==> src/rtl/edge_pkg.sv <==
// Shared constants and types for the Sobel front-end feeder.
// Luma weights are fixed-point with an 8-bit fraction.
package edge_pkg;

    localparam logic [15:0] LUMA_R     = 16'd77;
    localparam logic [15:0] LUMA_G     = 16'd150;
    localparam logic [15:0] LUMA_B     = 16'd29;
    localparam int          LUMA_SHIFT = 8;

    typedef enum logic [1:0] {
        ST_IDLE  = 2'd0,
        ST_FILL  = 2'd1,
        ST_START = 2'd2,
        ST_BURST = 2'd3
    } feeder_state_t;

endpackage

==> src/rtl/rgb2gray_pixel.sv <==
// RGB888 to 8-bit luma, one registered stage with valid carried alongside.
// The 16-bit accumulator cannot overflow: 256*255 is the maximum sum.
module rgb2gray_pixel
    import edge_pkg::*;
(
    input  logic        clk_i,
    input  logic        rst_ni,
    input  logic [23:0] rgb_i,
    input  logic        valid_i,
    output logic [7:0]  gray_o,
    output logic        valid_o
);

    logic [15:0] w_acc;
    logic [7:0]  r_gray;
    logic        r_valid;

    assign w_acc = LUMA_R * {8'h00, rgb_i[23:16]}
                 + LUMA_G * {8'h00, rgb_i[15:8]}
                 + LUMA_B * {8'h00, rgb_i[7:0]};

    always_ff @(posedge clk_i or negedge rst_ni) begin
        if (!rst_ni) begin
            r_gray  <= 8'd0;
            r_valid <= 1'b0;
        end else begin
            r_valid <= valid_i;
            if (valid_i) begin
                r_gray <= w_acc[LUMA_SHIFT +: 8];
            end
        end
    end

    assign gray_o  = r_gray;
    assign valid_o = r_valid;

endmodule

==> src/rtl/frame_gray_feeder.sv <==
// Buffers one RGB frame as luma, then replays it to the edge detector as a
// start pulse followed by N gray pixels on consecutive cycles.
module frame_gray_feeder
    import edge_pkg::*;
#(
    parameter int IMG_X_SIZE = 3,
    parameter int IMG_Y_SIZE = 3
) (
    input  logic        clk_i,
    input  logic        rst_ni,
    input  logic [23:0] rgb_data_i,
    input  logic        rgb_valid_i,
    input  logic        rgb_sop_i,
    input  logic        rgb_eop_i,
    output logic        rgb_ready_o,
    output logic        start_o,
    output logic [7:0]  gray_o,
    output logic        gray_valid_o,
    output logic        frame_err_o,
    output logic        busy_o
);

    localparam int N  = IMG_X_SIZE * IMG_Y_SIZE;
    localparam int CW = $clog2(N + 1);
    localparam int AW = (N > 1) ? $clog2(N) : 1;
    localparam logic [CW-1:0] LAST = CW'(N - 1);
    localparam logic [CW-1:0] NPIX = CW'(N);

    feeder_state_t r_state, w_state_nxt;
    logic [CW-1:0] r_wr_cnt, w_wr_cnt_nxt;
    logic [CW-1:0] r_rd_cnt, w_rd_cnt_nxt;
    logic [CW-1:0] r_wr_addr;
    logic [CW-1:0] w_idx;
    logic          r_drain, w_drain_nxt;
    logic          r_err, w_err_nxt;
    logic          r_gray_vld;
    logic [7:0]    r_gray;
    logic          w_rd_en;
    logic          w_beat;
    logic          w_pix_in_vld;
    logic [7:0]    w_pix_gray;
    logic          w_pix_vld;
    logic [7:0]    r_mem [N];

    // Ready is gated by the raw reset so the sink sees 0 throughout reset.
    assign rgb_ready_o  = rst_ni && ((r_state == ST_IDLE) ||
                                     ((r_state == ST_FILL) && !r_drain));
    assign w_beat       = rgb_valid_i && rgb_ready_o;
    assign w_idx        = rgb_sop_i ? '0 : r_wr_cnt;
    assign w_pix_in_vld = w_beat && (rgb_sop_i || (r_state == ST_FILL));

    rgb2gray_pixel u_conv (
        .clk_i   (clk_i),
        .rst_ni  (rst_ni),
        .rgb_i   (rgb_data_i),
        .valid_i (w_pix_in_vld),
        .gray_o  (w_pix_gray),
        .valid_o (w_pix_vld)
    );

    always_ff @(posedge clk_i or negedge rst_ni) begin
        if (!rst_ni) begin
            r_state <= ST_IDLE;
        end else begin
            r_state <= w_state_nxt;
        end
    end

    always_comb begin
        w_state_nxt  = r_state;
        w_wr_cnt_nxt = r_wr_cnt;
        w_rd_cnt_nxt = r_rd_cnt;
        w_drain_nxt  = 1'b0;
        w_err_nxt    = 1'b0;
        w_rd_en      = 1'b0;
        case (r_state)
            ST_IDLE, ST_FILL: begin
                if ((r_state == ST_FILL) && r_drain) begin
                    // Last luma lands in the buffer on this edge.
                    w_state_nxt  = ST_START;
                    w_wr_cnt_nxt = '0;
                    w_rd_cnt_nxt = '0;
                end else if (w_pix_in_vld) begin
                    w_err_nxt    = rgb_sop_i && (r_state == ST_FILL);
                    w_wr_cnt_nxt = w_idx + CW'(1);
                    w_state_nxt  = ST_FILL;
                    if (w_idx == LAST) begin
                        if (rgb_eop_i) begin
                            w_drain_nxt = 1'b1;
                        end else begin
                            w_state_nxt  = ST_IDLE;
                            w_err_nxt    = 1'b1;
                            w_wr_cnt_nxt = '0;
                        end
                    end else if (rgb_eop_i) begin
                        w_state_nxt  = ST_IDLE;
                        w_err_nxt    = 1'b1;
                        w_wr_cnt_nxt = '0;
                    end
                end
            end
            ST_START: begin
                // Pixel 0 is fetched while start_o is up, so the burst has no bubble.
                w_rd_en      = 1'b1;
                w_rd_cnt_nxt = r_rd_cnt + CW'(1);
                w_state_nxt  = ST_BURST;
            end
            ST_BURST: begin
                if (r_rd_cnt == NPIX) begin
                    w_state_nxt = ST_IDLE;
                end else begin
                    w_rd_en      = 1'b1;
                    w_rd_cnt_nxt = r_rd_cnt + CW'(1);
                end
            end
            default: begin
                w_state_nxt = ST_IDLE;
            end
        endcase
    end

    always_ff @(posedge clk_i or negedge rst_ni) begin
        if (!rst_ni) begin
            r_wr_cnt   <= '0;
            r_rd_cnt   <= '0;
            r_wr_addr  <= '0;
            r_drain    <= 1'b0;
            r_err      <= 1'b0;
            r_gray     <= 8'd0;
            r_gray_vld <= 1'b0;
        end else begin
            r_wr_cnt   <= w_wr_cnt_nxt;
            r_rd_cnt   <= w_rd_cnt_nxt;
            r_drain    <= w_drain_nxt;
            r_err      <= w_err_nxt;
            r_gray_vld <= w_rd_en;
            if (w_pix_in_vld) begin
                r_wr_addr <= w_idx;
            end
            if (w_rd_en) begin
                r_gray <= r_mem[r_rd_cnt[AW-1:0]];
            end
        end
    end

    always_ff @(posedge clk_i) begin
        if (w_pix_vld) begin
            r_mem[r_wr_addr[AW-1:0]] <= w_pix_gray;
        end
    end

    assign start_o      = (r_state == ST_START);
    assign busy_o       = (r_state != ST_IDLE);
    assign gray_o       = r_gray;
    assign gray_valid_o = r_gray_vld;
    assign frame_err_o  = r_err;

endmodule

==> config.mk <==
export PLATFORM = sky130hd
export DESIGN_NAME = frame_gray_feeder
export DESIGN_NICKNAME = d
export VERILOG_FILES = /design/src/rtl/edge_pkg.sv /design/src/rtl/rgb2gray_pixel.sv /design/src/rtl/frame_gray_feeder.sv
export SDC_FILE = /design/constraint.sdc
export NUM_CORES = 1
export LEC_CHECK = 0
export ABC_AREA = 1
export CAP_MARGIN = 15
export CORE_MARGIN = 2
export CORE_UTILIZATION = 23
export CTS_CLUSTER_SIZE = 40
export DETAILED_ROUTE_END_ITERATION = 12
export PLACE_DENSITY = 0.4
export SYNTH_ARGS = -nofsm -noshare
export SYNTH_HDL_FRONTEND = slang
export SYNTH_SLANG_ARGS = --single-unit
==> constraint.sdc <==
create_clock -name clk_i -period 2.4 [get_ports clk_i]
set_clock_uncertainty 0.15 [all_clocks]
set_input_delay 0.48 -clock clk_i [delete_from_list [all_inputs] [get_ports clk_i]]
set_output_delay 0.48 -clock clk_i [all_outputs]
set_load 0.02 [all_outputs]
* Yosys cells after proc, flatten, opt, wreduce, memory -nomap -nowiden *
Memories as Yosys holds them, arrays and structs flattened. A register that Yosys moved wholly into a read port is not among the register bits.
Cells that the tools add are included.

operators by class
  mux-type cells = 31
  multipliers = 3
  reduce and logical (&&, ||, !) cells = 17
  $add $sub $neg = 4
  equality and inequality tests = 9

operator list
  kind                    number
  $mux W4                 8
  $mul A7 B8 Y15 const A  2
  $add A15 B16 Y16        1
  $add A16 B13 Y16        1
  $mux W1                 16
  $mul A5 B8 Y13 const A  1
  $pmux W4 S3             1
  $add A4 B1 Y4 const B   2
  $eq A4 B4 Y1 const B    2
  $mux W2                 4
  $logic_and A1 B1 Y1     6
  $ne A2 B2 Y1 const B    3
  $pmux W2 S3             1
  $reduce_and A2 Y1       3
  $eq A2 B2 Y1 const B    2
  $reduce_bool A2 Y1      2
  $ne A3 B2 Y1 const B    1
  $eq A2 B1 Y1 const B    1
  $logic_not A1 Y1        2
  $logic_not A2 Y1        1
  $logic_or A1 B1 Y1      2
  $pmux W1 S2             1
  $reduce_or A2 Y1        1

word-level totals
  bits in writable memories = 72
  register bits after elaboration = 26
  output and inout port bits = 13
  logic and storage cells = 74
  input port bits = 29
  memories = 1

memory list
  memory  words  width  read ports  clocked after Yosys merged registers in  write ports  RTL line                 text
  r_mem   9      8      1           1                                        1            frame_gray_feeder.sv:43  logic [7:0] r_mem [N];

* Depth between registers and ports, before layout *
  depth in word-level cells = 9
  gate-level depth with buffers = 28

* Cells and area by module *
A second synthesis with hierarchy kept.

unflattened totals
  cell total of the unflattened synthesis = 853
  area, all modules = 7,858.8 um^2

by module, submodules not included
  module             sequential area each (um^2)  area each (um^2)  instances  cells each
  frame_gray_feeder  2,787.7                      4,239.1           1          421
  rgb2gray_pixel     225.2                        3,619.7           1          432

* Least setup slack after synthesis *
OpenSTA, ideal clock, no wires.

  kind = input-to-reg
  start point = input rgb_data_i[12]
  end point = register u_conv.r_gray[7], in the netlist u_conv.gray_o[7]
  arrival time = 5,654 ps
  cell stages on the path = 26
  path slack = -3,521 ps
  data required time = 2,133 ps
  buffers on the path = 0
  library setup time = 117 ps
  cell sequence = ha_1 ha_1 inv_1 fa_1 inv_1 fa_1 ha_1 nand2_1 nand2_1 a31oi_1 xnor2_1 ha_1 fa_1 inv_1 fa_1 fa_1 inv_1 ha_1 nand2_1 nor2_1 and2_2 nand2_1 nand2_1 nand3_1 nand3_1 nand2_1

between the ends
  word-level cells in the longest chain between the ends = 3

ends and longest elaborated chain
  what                    RTL line                 text
  start: declaration      frame_gray_feeder.sv:11  input logic [23:0] rgb_data_i,
  $mul A7 B8 Y15          rgb2gray_pixel.sv:19     + LUMA_G * {8'h00, rgb_i[15:8]}
  $add A15 B16 Y16        rgb2gray_pixel.sv:19
  $add A16 B13 Y16        rgb2gray_pixel.sv:20     + LUMA_B * {8'h00, rgb_i[7:0]};
  end signal: assignment  rgb2gray_pixel.sv:29     r_gray <= w_acc[LUMA_SHIFT +: 8];
  end: declaration        rgb2gray_pixel.sv:15     logic [7:0] r_gray;

No other way between the ends.
A chain may end at the register's enable or synchronous reset.

* Final worst setup path *
Same ends and word-level chain as after synthesis.

==> flow_summary.json <==
{
  "synthFlopType": "edfxtp_1",
  "synth_seq_cells": 106,
  "syn2layout_area_growth_pct": 31.0,
  "yosys-top-cells-area": "edfxtp_1, ha_1, fa_1",
  "synth_top_family_by_area": "adder cells",
  "grt_setup_unrepaired": "true",
  "synth.distinct_cells": 39,
  "drc": 0,
  "setup_viol": 8,
  "ant_nets": 0,
  "synthArstFlopShare_pct": 32.1,
  "drv_slew": 0,
  "clock_path_buffers": 2,
  "pin_count": 42,
  "yosysMostFrequentCell": "inv_1",
  "groute.usage.overall_pct": 10.7,
  "dr.first_iter.drc_count": 194,
  "drive_gt1_share_pct": 24.5,
  "cap_violations": 0,
  "tightest_slew_ps": 555,
  "synth_top_area_share_pct": 28.3,
  "grt_overflow": 0,
  "setup_slack_ps": -3070,
  "clk_pin_slew_worst_paths_ps": 70,
  "vias_per_cell": 3.98,
  "avgSynthCellArea_um2": 9.87,
  "core-area_mm2": 0.0326,
  "die_h_um": 186,
  "finalHoldViolCount": 0,
  "yosys_warnings": 0,
  "synth_edf_count": 72,
  "period_needed_ps": 5470,
  "grt_max_degree": 35,
  "path_cells": "buf_8 > ha_4 > ha_4 > inv_2 > fa_1 > inv_2 > fa_1 > ha_4 > xor2_4 > fa_2 > fa_1 > inv_2 > fa_2 > fa_1 > inv_2 > ha_4 > nand2_4 > nor2_4 > and2_4 > nand2_1 > nand2_2 > nand3_2 > nand3_1 > nand2_1",
  "worstPathRequired_ps": 2490,
  "syn_area_mm2": 0.00763,
  "violations": "negative setup slack",
  "synthTopCellsByCount": "inv_1, nand2_1, ha_1",
  "final_nets": 1077,
  "post-route-period-util_pct": 228,
  "cts_buffers": 9,
  "globalplace.congestion": 0.772,
  "cts_max_level": 3,
  "seq_area_frac_synth_pct": 39.5,
  "path_max_fanout": 4,
  "synthCells": 773,
  "outcome": "complete, but fails checks",
  "place_ws_ps": -3920,
  "synth_mux_area_share_pct": 0,
  "die_w_um": 186,
  "cp-end-kind": "register",
  "dp.cells": 1322,
  "antenna_found_initial": 0,
  "fmax_mhz": 183,
  "synth_fa_ha_area_share_pct": 29.0,
  "slew_headroom_pct": 63.0,
  "route.detailed.wl_per_inst_um": 13.0,
  "finish.utilization_pct": 30.7,
  "cp-start-kind": "input pin",
  "synth_nets": 946,
  "min_path_type": "input pin to async pin",
  "vias": 5378,
  "cts_sinks": 106,
  "start_util_pct": 23.4,
  "fin_cells": 1351,
  "grt_pass1_wl_um": 29100,
  "yosys.area.top_type": "edfxtp_1",
  "cts_hold_buf": 0,
  "clockRootBuffer": "clkbuf_16",
  "dr.pass1.iters": 4,
  "crit_type": "input pin to register",
  "placement.io_buffers": 41,
  "synth-compound-area-share_pct": 8.72,
  "dieArea_mm2": 0.0347,
  "drt_wl_total_um": 17600,
  "fp-row-count": 66,
  "synthSimpleGateAreaFrac_pct": 13.1,
  "grt_pass1_vias": 5513,
  "n_antenna_cell": 0,
  "synth-xor-area-share_pct": 1.61,
  "critPathSlowestCell": "fa_1",
  "crit_path_max_incr_delay_ps": 510,
  "cts_tree": "yes",
  "clock_latency_ps": 350,
  "crit_arrival_ps": 5570,
  "hpwl_um": 14000
}
[cell type report]
cell class / instances / area [um2]
clock buffer: 9 / 225
clock inverter: 7 / 60.1
fill: 3428 / 22600
inverter: 131 / 492
multi-input combinational: 520 / 4520
sequential: 106 / 3010
tap: 442 / 553
timing repair buffer: 136 / 1140
[cells in the final DEF, fill, tap and decap left out, types with 9 or more instances in the layout]
| cell | instances |
|---|---|
| nand2_2 | 18 |
| ha_1 | 67 |
| a21oi_1 | 22 |
| clkbuf_16 | 9 |
| nand2_1 | 106 |
| dfrtp_1 | 34 |
| o21ai_1 | 12 |
| o21ai_0 | 48 |
| nor2_1 | 65 |
| inv_2 | 18 |
| buf_4 | 91 |
| o22ai_1 | 17 |
| ha_4 | 20 |
| inv_1 | 113 |
| nand3_1 | 26 |
| fa_1 | 51 |
| clkdlybuf4s50_1 | 32 |
| edfxtp_1 | 72 |
| a21oi_2 | 9 |
[critical path: cells and delay by family]
| kind | cells | cell delay [ps] |
|---|---|---|
| and+or+nand+nor | 8 | 650 |
| buffers and inverters | 5 | 260 |
| adders and majority gates | 10 | 4010 |
| xor gates and xnor gates | 1 | 170 |
[state kept, by name, summed over array words and instances, names as in the netlist]
signal and flops:
r_mem 72, frame_err_o 1, r_drain 1, r_wr_addr 4
r_rd_cnt 4, gray_valid_o 1, r_wr_cnt 4, u_conv.gray_o 8
r_state 2, u_conv.valid_o 1, gray_o 8
[metrics by stage]
step,hold slack [ps],instance area [um2],TNS (ps)
final,86.9,10000,-24040
after global routing,167,10000,-25610
after CTS,161,9710,-24720
after detailed placement,328,9260,-30810
after global placement,322,9260,-30540
after floorplan,34.4,7810,-24490
[metal layers]
metal | part of all wire, % | vias to the layer above | track usage (%)
li1 | - | 2807 | -
met1 | 49 | 2509 | 14.5
met2 | 49 | 54 | 18.4
met3 | 1.6 | 8 | 1.54
met4 | 0.64 | 0 | 2.27
met5 | 0 | - | 0
[repair_timing]
| action | 4_1_cts | 5_1_grt |
|---|---|---|
| buffers inserted | 6 | 8 |
| resized for setup | 52 | 55 |
| cloned | 0 | 0 |
| pin swaps | 43 | 43 |
| endpoints found under the setup margin | 9 | 8 |
[kinds of logic after synthesis]
| kind of cell | after synthesis |
|---|---|
| simple gates | 241 |
| buf+inv | 147 |
| fa+ha+maj | 144 |
| compound gates | 121 |
| flops | 106 |
| xor+xnor | 14 |
[final timing paths]
check,cells past startpoint,from,slack (ps),endpoint
max in group asynchronous,2,rst_ni,1650,u_conv.gray_o[6]$_DFFE_PN0P_
worst min register to register,2,gray_o[2]$_DFFE_PN0P_,340,gray_o[2]$_DFFE_PN0P_
worst max-delay path,24,rgb_data_i[12],-3070,u_conv.gray_o[7]$_DFFE_PN0P_
worst max register to register,11,r_wr_cnt[0]$_DFFE_PN0P_,640,r_wr_cnt[0]$_DFFE_PN0P_
worst min-delay path,2,rst_ni,90,gray_o[1]$_DFFE_PN0P_
min in group clk_i,2,gray_o[2]$_DFFE_PN0P_,340,gray_o[2]$_DFFE_PN0P_
Power is left out: the tool's default activity adds up to more than one toggle a clock period on the data nets, which glitch-free logic cannot reach.
